File: config.mk
export PLATFORM = sky130hd
export DESIGN_NAME = crgu_pwr_seq
export DESIGN_NICKNAME = d
export VERILOG_FILES = /design/src/rtl/crgu_pkg.sv /design/src/rtl/crgu_seq_cnt.sv /design/src/rtl/crgu_pwr_seq.sv
export SDC_FILE = /design/constraint.sdc
export NUM_CORES = 1
export LEC_CHECK = 0
export BUFFER_PORTS_ARGS = -buffer_cell sky130_fd_sc_hd__buf_2
export CORE_MARGIN = 4
export CORE_UTILIZATION = 35
export CTS_CLUSTER_DIAMETER = 200
export DETAILED_ROUTE_END_ITERATION = 10
export PLACE_DENSITY = 0.52
export SLEW_MARGIN = 10
export SYNTH_ARGS = -nofsm -noshare
export SYNTH_HDL_FRONTEND = slang
export SYNTH_HIERARCHICAL = 1
export SYNTH_SLANG_ARGS = --single-unit
File: constraint.sdc
create_clock -name clk -period 2.8 [get_ports clk]
set_clock_uncertainty 0.05 [all_clocks]
set_input_delay 0.28 -clock clk [delete_from_list [all_inputs] [get_ports clk]]
set_output_delay 0.28 -clock clk [all_outputs]
set_load 0.05 [all_outputs]
File: src/rtl/crgu_pkg.sv
// Shared state encoding, output bundle and parameter defaults for the CRGU power/clock sequencer.
package crgu_pkg;

  localparam int CRGU_SEQ_CNT_W       = 8;
  localparam int CRGU_OSC_WAIT_DEF    = 16;
  localparam int CRGU_RST_WAIT_DEF    = 4;
  localparam int CRGU_OSC_TIMEOUT_DEF = 200;

  typedef enum logic [2:0] {
    SEQ_OFF      = 3'd0,
    SEQ_OSC_UP   = 3'd1,
    SEQ_RST_REL  = 3'd2,
    SEQ_SLOT_ON  = 3'd3,
    SEQ_RUN      = 3'd4,
    SEQ_STOP_CLK = 3'd5,
    SEQ_STOP_RST = 3'd6,
    SEQ_FAULT    = 3'd7
  } crgu_seq_state_e;

  typedef struct packed {
    logic osc13m_clk_en;
    logic shut_rstn;
    logic slot_clk_en;
    logic data_clk_en;
    logic timer_clk_en;
    logic pmu_fifo_rstn;
    logic seq_busy;
    logic seq_fault;
  } crgu_seq_out_t;

  // Output levels held while resident in a state.
  function automatic crgu_seq_out_t crgu_seq_decode(input crgu_seq_state_e st);
    crgu_seq_out_t o;
    o = '0;
    case (st)
      SEQ_OSC_UP: begin
        o.osc13m_clk_en = 1'b1;
        o.seq_busy      = 1'b1;
      end
      SEQ_RST_REL, SEQ_STOP_CLK: begin
        o.osc13m_clk_en = 1'b1;
        o.shut_rstn     = 1'b1;
        o.seq_busy      = 1'b1;
      end
      SEQ_SLOT_ON: begin
        o.osc13m_clk_en = 1'b1;
        o.shut_rstn     = 1'b1;
        o.slot_clk_en   = 1'b1;
        o.pmu_fifo_rstn = 1'b1;
        o.seq_busy      = 1'b1;
      end
      SEQ_RUN: begin
        o.osc13m_clk_en = 1'b1;
        o.shut_rstn     = 1'b1;
        o.slot_clk_en   = 1'b1;
        o.data_clk_en   = 1'b1;
        o.timer_clk_en  = 1'b1;
        o.pmu_fifo_rstn = 1'b1;
      end
      SEQ_STOP_RST: begin
        o.osc13m_clk_en = 1'b1;
        o.seq_busy      = 1'b1;
      end
      SEQ_FAULT: o.seq_fault = 1'b1;
      default:   o = '0;
    endcase
    return o;
  endfunction

endpackage

File: src/rtl/crgu_seq_cnt.sv
// Dwell counter for the sequencer: clears on state change, counts when enabled,
// and optionally sticks at all-ones instead of wrapping.
module crgu_seq_cnt
  import crgu_pkg::*;
(
  input  logic                      clk,
  input  logic                      rst,
  input  logic                      clr,
  input  logic                      inc,
  input  logic                      sat,
  output logic [CRGU_SEQ_CNT_W-1:0] cnt
);

  logic [CRGU_SEQ_CNT_W-1:0] cnt_q, cnt_d;

  always_comb begin
    cnt_d = cnt_q;
    if (clr) begin
      cnt_d = '0;
    end else if (inc && !(sat && (&cnt_q))) begin
      cnt_d = cnt_q + 1'b1;
    end
  end

  always_ff @(posedge clk) begin
    if (rst) begin
      cnt_q <= '0;
    end else begin
      cnt_q <= cnt_d;
    end
  end

  assign cnt = cnt_q;

endmodule

File: src/rtl/crgu_pwr_seq.sv
// Ordered 13 MHz oscillator / shut-domain reset / gate sequencer in the 32 kHz domain.
// Optional oscillator watchdog with FAULT state: define CRGU_PWR_SEQ_WDT_EN.
module crgu_pwr_seq
  import crgu_pkg::*;
#(
  parameter int OSC_WAIT    = CRGU_OSC_WAIT_DEF,
  parameter int RST_WAIT    = CRGU_RST_WAIT_DEF,
  parameter int OSC_TIMEOUT = CRGU_OSC_TIMEOUT_DEF
) (
  input  logic       clk,
  input  logic       rst,
  input  logic       start_req,
  input  logic       stop_req,
  input  logic       osc_rdy,
  output logic       osc13m_clk_en,
  output logic       shut_rstn,
  output logic       slot_clk_en,
  output logic       data_clk_en,
  output logic       timer_clk_en,
  output logic       pmu_fifo_rstn,
  output logic       seq_busy,
  output logic [2:0] seq_state,
  output logic       seq_fault
);

  localparam logic [CRGU_SEQ_CNT_W-1:0] OSC_WAIT_M1 = CRGU_SEQ_CNT_W'(OSC_WAIT - 1);
  localparam logic [CRGU_SEQ_CNT_W-1:0] RST_WAIT_M1 = CRGU_SEQ_CNT_W'(RST_WAIT - 1);
`ifdef CRGU_PWR_SEQ_WDT_EN
  localparam logic [CRGU_SEQ_CNT_W-1:0] OSC_TIMEOUT_M1 = CRGU_SEQ_CNT_W'(OSC_TIMEOUT - 1);
`endif

  crgu_seq_state_e           state_q, state_d;
  crgu_seq_out_t             out_q, out_d;
  logic [CRGU_SEQ_CNT_W-1:0] cnt;
  logic                      cnt_clr, cnt_inc, cnt_sat;

  always_comb begin
    state_d = state_q;
    case (state_q)
      SEQ_OFF: begin
        if (start_req && !stop_req) state_d = SEQ_OSC_UP;
      end
      SEQ_OSC_UP: begin
        if (stop_req) begin
          state_d = SEQ_STOP_CLK;
        end else if (osc_rdy && (cnt >= OSC_WAIT_M1)) begin
          state_d = SEQ_RST_REL;
`ifdef CRGU_PWR_SEQ_WDT_EN
        end else if (!osc_rdy && (cnt == OSC_TIMEOUT_M1)) begin
          state_d = SEQ_FAULT;
`endif
        end
      end
      SEQ_RST_REL: begin
        if (stop_req)                 state_d = SEQ_STOP_CLK;
        else if (cnt == RST_WAIT_M1)  state_d = SEQ_SLOT_ON;
      end
      SEQ_SLOT_ON:  state_d = stop_req ? SEQ_STOP_CLK : SEQ_RUN;
      SEQ_RUN:      if (stop_req) state_d = SEQ_STOP_CLK;
      // Once power-down starts it always completes, whatever the requests do.
      SEQ_STOP_CLK: if (cnt == RST_WAIT_M1) state_d = SEQ_STOP_RST;
      SEQ_STOP_RST: state_d = SEQ_OFF;
      SEQ_FAULT:    if (stop_req) state_d = SEQ_OFF;
      default:      state_d = SEQ_OFF;
    endcase

    // Outputs are registered from the next state so they move with seq_state.
    out_d = crgu_seq_decode(state_d);
`ifndef CRGU_PWR_SEQ_WDT_EN
    out_d.seq_fault = 1'b0;
`endif
  end

  assign cnt_clr = (state_d != state_q);
  assign cnt_inc = (state_q == SEQ_OSC_UP) || (state_q == SEQ_RST_REL) ||
                   (state_q == SEQ_STOP_CLK);
  assign cnt_sat = (state_q == SEQ_OSC_UP);

  crgu_seq_cnt u_cnt (
    .clk (clk),
    .rst (rst),
    .clr (cnt_clr),
    .inc (cnt_inc),
    .sat (cnt_sat),
    .cnt (cnt)
  );

  always_ff @(posedge clk) begin
    if (rst) begin
      state_q <= SEQ_OFF;
      out_q   <= '0;
    end else begin
      state_q <= state_d;
      out_q   <= out_d;
    end
  end

  assign osc13m_clk_en = out_q.osc13m_clk_en;
  assign shut_rstn     = out_q.shut_rstn;
  assign slot_clk_en   = out_q.slot_clk_en;
  assign data_clk_en   = out_q.data_clk_en;
  assign timer_clk_en  = out_q.timer_clk_en;
  assign pmu_fifo_rstn = out_q.pmu_fifo_rstn;
  assign seq_busy      = out_q.seq_busy;
  assign seq_fault     = out_q.seq_fault;
  assign seq_state     = state_q;

  // The timeout must never cut short the minimum oscillator settle window.
  cfg_timeout_ge_wait: assert property (@(posedge clk) OSC_TIMEOUT >= OSC_WAIT);

endmodule

* After elaboration in Yosys (flattened, before gate mapping) *
Cells that the tools add are included.

operators by class
  $add $sub $neg = 1
  eq/ne operators = 15
  reductions and logical operators = 15
  order comparisons = 1
  mux-type cells = 15

operators with widths
  cell                   number
  $mux W3                8
  $pmux W3 S8            1
  $eq A3 B3 Y1 const B   7
  $eq A3 B2 Y1 const B   4
  $add A8 B1 Y8 const B  1
  $eq A8 B2 Y1 const B   1
  $ge A8 B4 Y1 const B   1
  $reduce_and A8 Y1      1
  $eq A3 B1 Y1 const B   2
  $reduce_or A6 Y1       1
  $mux W1                5
  $reduce_or A5 Y1       1
  $logic_and A1 B1 Y1    4
  $reduce_or A2 Y1       2
  $reduce_or A4 Y1       1
  $logic_not A3 Y1       1
  $ne A3 B3 Y1           1
  $logic_not A1 Y1       2
  $logic_or A1 B1 Y1     2
  $mux W2                1

word-level totals
  bits in registers = 18
  logic and storage cells = 56

* Depth between registers and ports, before layout *
  depth in word-level cells = 8
  mapped depth = 9
  gate-level depth less buffers = 8

* Hierarchy *
The synthesis kept the hierarchy.

by module, submodules not included
  module        instances  cells an instance  area each (µm²)  sequential area each (µm²)
  crgu_pwr_seq  1          65                 561.8            160.2
  crgu_seq_cnt  1          46                 427.9            160.2

* Worst setup path after synthesis *
No wires, ideal clock.

  kind = register to register
  start = register state_q[2] (netlist: seq_state[2])
  end = register u_cnt.cnt_q[6] (netlist: u_cnt/cnt[6])
  buffers on the path = 0
  clock period less this slack = 2.512 ns
  arrival time = 2.374 ns
  stages on the path, launching flop included = 8
  required time = 2.662 ns
  setup time = 0.088 ns
  slack = 0.288 ns
  cells stage by stage = dfxtp_1 or2b_1 a21oi_1 o32a_1 nor2_4 mux2_1 or2_2 a311oi_2

between the ends
  cells in the longest elaborated chain, start to end = 5
  elaborated cells on any way between the ends = 24
  classes of those cells = eq/ne (8); mux (9); reduce/logical (7)

ends and longest elaborated chain
  element                       line                                    text
  start: declaration            crgu_pwr_seq.sv:32                      crgu_seq_state_e state_q, state_d;
  start signal: assignment      crgu_pwr_seq.sv:93                      state_q <= state_d;
  $mux W3 (on tied branches)    crgu_pwr_seq.sv:56, crgu_pwr_seq.sv:46
  $mux W3 (on tied branches)    crgu_pwr_seq.sv:55, crgu_pwr_seq.sv:44
  $pmux W3 S8                   crgu_pwr_seq.sv:39                      case (state_q)
  $ne A3 B3 Y1 *                crgu_pwr_seq.sv:74                      assign cnt_clr = (state_d != state_q);
  named net cnt_clr             crgu_pwr_seq.sv:35                      logic cnt_clr, cnt_inc, cnt_sat;
  $reduce_or A2 Y1 (no line) *  -
  end signal: assignment        crgu_seq_cnt.sv:29                      cnt_q <= cnt_d;
  end: declaration              crgu_seq_cnt.sv:14                      logic [CRGU_SEQ_CNT_W-1:0] cnt_q, cnt_d;

Mark *: on every way through the listed nets, which the timed path passes. The rest lies on a longest branch.
A chain may end at the register's enable or synchronous reset.

* Worst setup path in the final report *
  start = register u_cnt.cnt_q[5] (netlist: u_cnt/cnt[5])
  end = register u_cnt.cnt_q[2] (netlist: u_cnt/cnt[2])

between the ends
  cells in the longest elaborated chain, start to end = 7
  elaborated cells on any way between the ends = 15
  classes of those cells = order compare (1); eq/ne (2); mux (6); reduce/logical (6)

ends and longest elaborated chain
  element                       line                text
  $ge A8 B4 Y1                  crgu_pwr_seq.sv:46  end else if (osc_rdy && (cnt >= OSC_WAIT_M1)) begin
  $logic_and A1 B1 Y1           crgu_pwr_seq.sv:46
  $mux W3                       crgu_pwr_seq.sv:46
  $mux W3                       crgu_pwr_seq.sv:44  if (stop_req) begin
  $pmux W3 S8 *                 crgu_pwr_seq.sv:39
  $ne A3 B3 Y1 *                crgu_pwr_seq.sv:74
  named net cnt_clr             crgu_pwr_seq.sv:35
  $reduce_or A2 Y1 (no line) *  -

Marked as above.

==> metrics.txt <==
initial antenna violation count 0; Final Cell Area 1090 um^2; diodes inserted 0; cts hold-fix bufs 0; worst-case clock buffer depth 2; Post-synth EDFFs 0; Post-route DRC 0; total gr overflow 0; Syn Nets 117; CP Class reg2reg; Die Area between 3000 and 4000 um^2; HP Class in2reg; r2r worst-path depth 8; share of post-route cells with drive strength above 1 a little over a quarter; post-route insts no fill 155; WHS Path Cells 2; CP Launch Type register; Synth area leader dfxtp_1; die height around 61 um; synth warn 6; RSZ-0062 raised after global routing no; commonest cells in the netlist dfxtp_1, nand2_1, a21oi_1; vias in the first global route between 700 and 800; power per cell area around 570 nW/um^2; Synth cell types 44; wire per inst around 14 um; TritonCTS buffer count 3; setup TNS 0 ps; status completed; # H-tree levels 1; FP Rows 19; fmax around 0.4 GHz; clk slew on worst S/H paths 100 ps; final core occ between 30% and 40%; Max Slew Vio Count 0; sequential area share after synthesis about a third; CTS sink cnt 16; Post-CTS Setup Bufs 0; Final #Nets 131; crit share post-route between 80 and 90%; placed insts 151; root buffer cell clkbuf_4; port buffer count 14; VDD IR max roughly 0.00033 V; area of the mapped netlist just under 1000 um^2; GRT Total Usage about 13%; first-pass GRT wire length ~3500 um; Critical Path AT around 2600 ps; Layout fillers approximately 280; Skew-Pair Late Insertion Delay 290 ps; vias post-DR about 800; final number of setup-violating endpoints 0; router iterations before antenna repair 4; Final min period ~2400 ps; Max-cap violations 0; post-cts resize count 0; gpl congestion between 0.7 and 0.8; largest net degree at the start of global routing 13; most common flop cell mapped by yosys dfxtp_1; Iter 0 DRT Violations 14; final-report hold violation count 0; Starting Density a little over a third; R2R Setup Slk between 300 and 400 ps; endpoint class of the critical path register; DP Worst Slack approximately 390 ps; num ports 16; Lkg Pwr between 0.4 and 0.5 nW; drt total wl 2110 um; Final ANT Viol Nets 0; Worst Path Required 2980 ps; detail-routed via count per cell about 5.3; dpl hpwl between 1500 and 2000 um; cell with the most instances after synthesis dfxtp_1; Placed Area 1050 um^2; worst setup margin about 370 ps; CP Max Fanout 6; RR Endpoint u_cnt/cnt[2]; Mean Syn Cell Area ~8.9 um^2; die width 61.2 um; Cells after Synth roughly 110; area grow syn2layout 10.1%; ys async rst share 0%; hold slack about 200 ps; HP Start rst; CTS tree done; Endpoint, Worst Hold seq_state[1]; Seq cells post-synth 16; Synth top area share about a third; Synth area leaders dfxtp_1, buf_4, a21oi_1, nand2_1, mux2i_1; Reg-to-Reg Start u_cnt/cnt[5]; Pwr Total 623 uW; core box area around 2700 um^2
-- critical path, stage by stage (launching register included) --
cell      delay [ps]
dfxtp_1          380
nor4_4           370
a21boi_1         110
o32a_1           340
nor2_4           180
mux2_1           360
nor2_1           290
o21ai_0          140
a21oi_1          140
-- cell families (layout without fill, tap and decap cells) --
family | count (synthesis) | after routing | synth area share, %
DFF | 16 | 16 | 32.4
and+or+nand+nor | 46 | 46 | 30.2
other | 1 | 1 | 0.379
adders and majority gates | 1 | 1 | 1.26
buffers and inverters | 11 | 24 | 7.59
muxes | 4 | 4 | 4.17
AOI/OAI and AO/OA | 31 | 31 | 23.1
xor gates and xnor gates | 1 | 1 | 0.885
-- power by group --
part / switching [mW] / total (mW) / leakage [nW] / internal (mW)
Clock: 0.0796 / 0.159 / 0.0210 / 0.0793
Combinational: 0.139 / 0.202 / 0.290 / 0.0626
Sequential: 0.0170 / 0.262 / 0.130 / 0.245
Total: 0.236 / 0.623 / 0.441 / 0.387
-- per-layer routing --
| layer | vias to the layer above | track usage (%) | wire length [um] |
|---|---|---|---|
| li1 | 429 | - | - |
| met1 | 368 | 17.0 | 1060 |
| met2 | 17 | 18.4 | 909 |
| met3 | 5 | 3.98 | 99 |
| met4 | 0 | 6.50 | 42 |
| met5 | - | 0 | 0 |
-- layout make-up --
cell class | instances | area [um^2] | area share, %
multi-input combinational | 84 | 594 | 54.5
sequential | 16 | 320 | 29.4
timing repair buffer | 16 | 85.1 | 7.81
tap | 31 | 38.8 | 3.56
clock buffer | 4 | 36.3 | 3.33
inverter | 4 | 15.0 | 1.38
-- cells in the final DEF, fill, tap and decap left out, drive strengths merged, types with 6 or more instances in the layout --
cell type	synthesis	final
o21ai	7	7
a21oi	9	9
buf	7	16
nor2	6	6
nand2	9	9
dfxtp	16	16
-- flip-flops by register name, summed over array words and instances, names as in the netlist --
name / count
data_clk_en: 1
osc13m_clk_en: 1
pmu_fifo_rstn: 1
seq_busy: 1
seq_state: 3
shut_rstn: 1
u_cnt/cnt: 8
-- worst max path at each step --
| stage | startpoint | endpoint | slack, ps | cells after the start |
|---|---|---|---|---|
| floorplan | seq_state[2] | u_cnt/cnt[6] | 290 | 7 |
| global placement | u_cnt/cnt[5] | u_cnt/cnt[4] | 430 | 7 |
| detailed placement | u_cnt/cnt[5] | u_cnt/cnt[2] | 390 | 8 |
| CTS | u_cnt/cnt[5] | u_cnt/cnt[2] | 350 | 8 |
| global route | u_cnt/cnt[5] | u_cnt/cnt[2] | 140 | 8 |
| finish | u_cnt/cnt[5] | u_cnt/cnt[2] | 370 | 8 |
(Power assumes the default switching activity.)
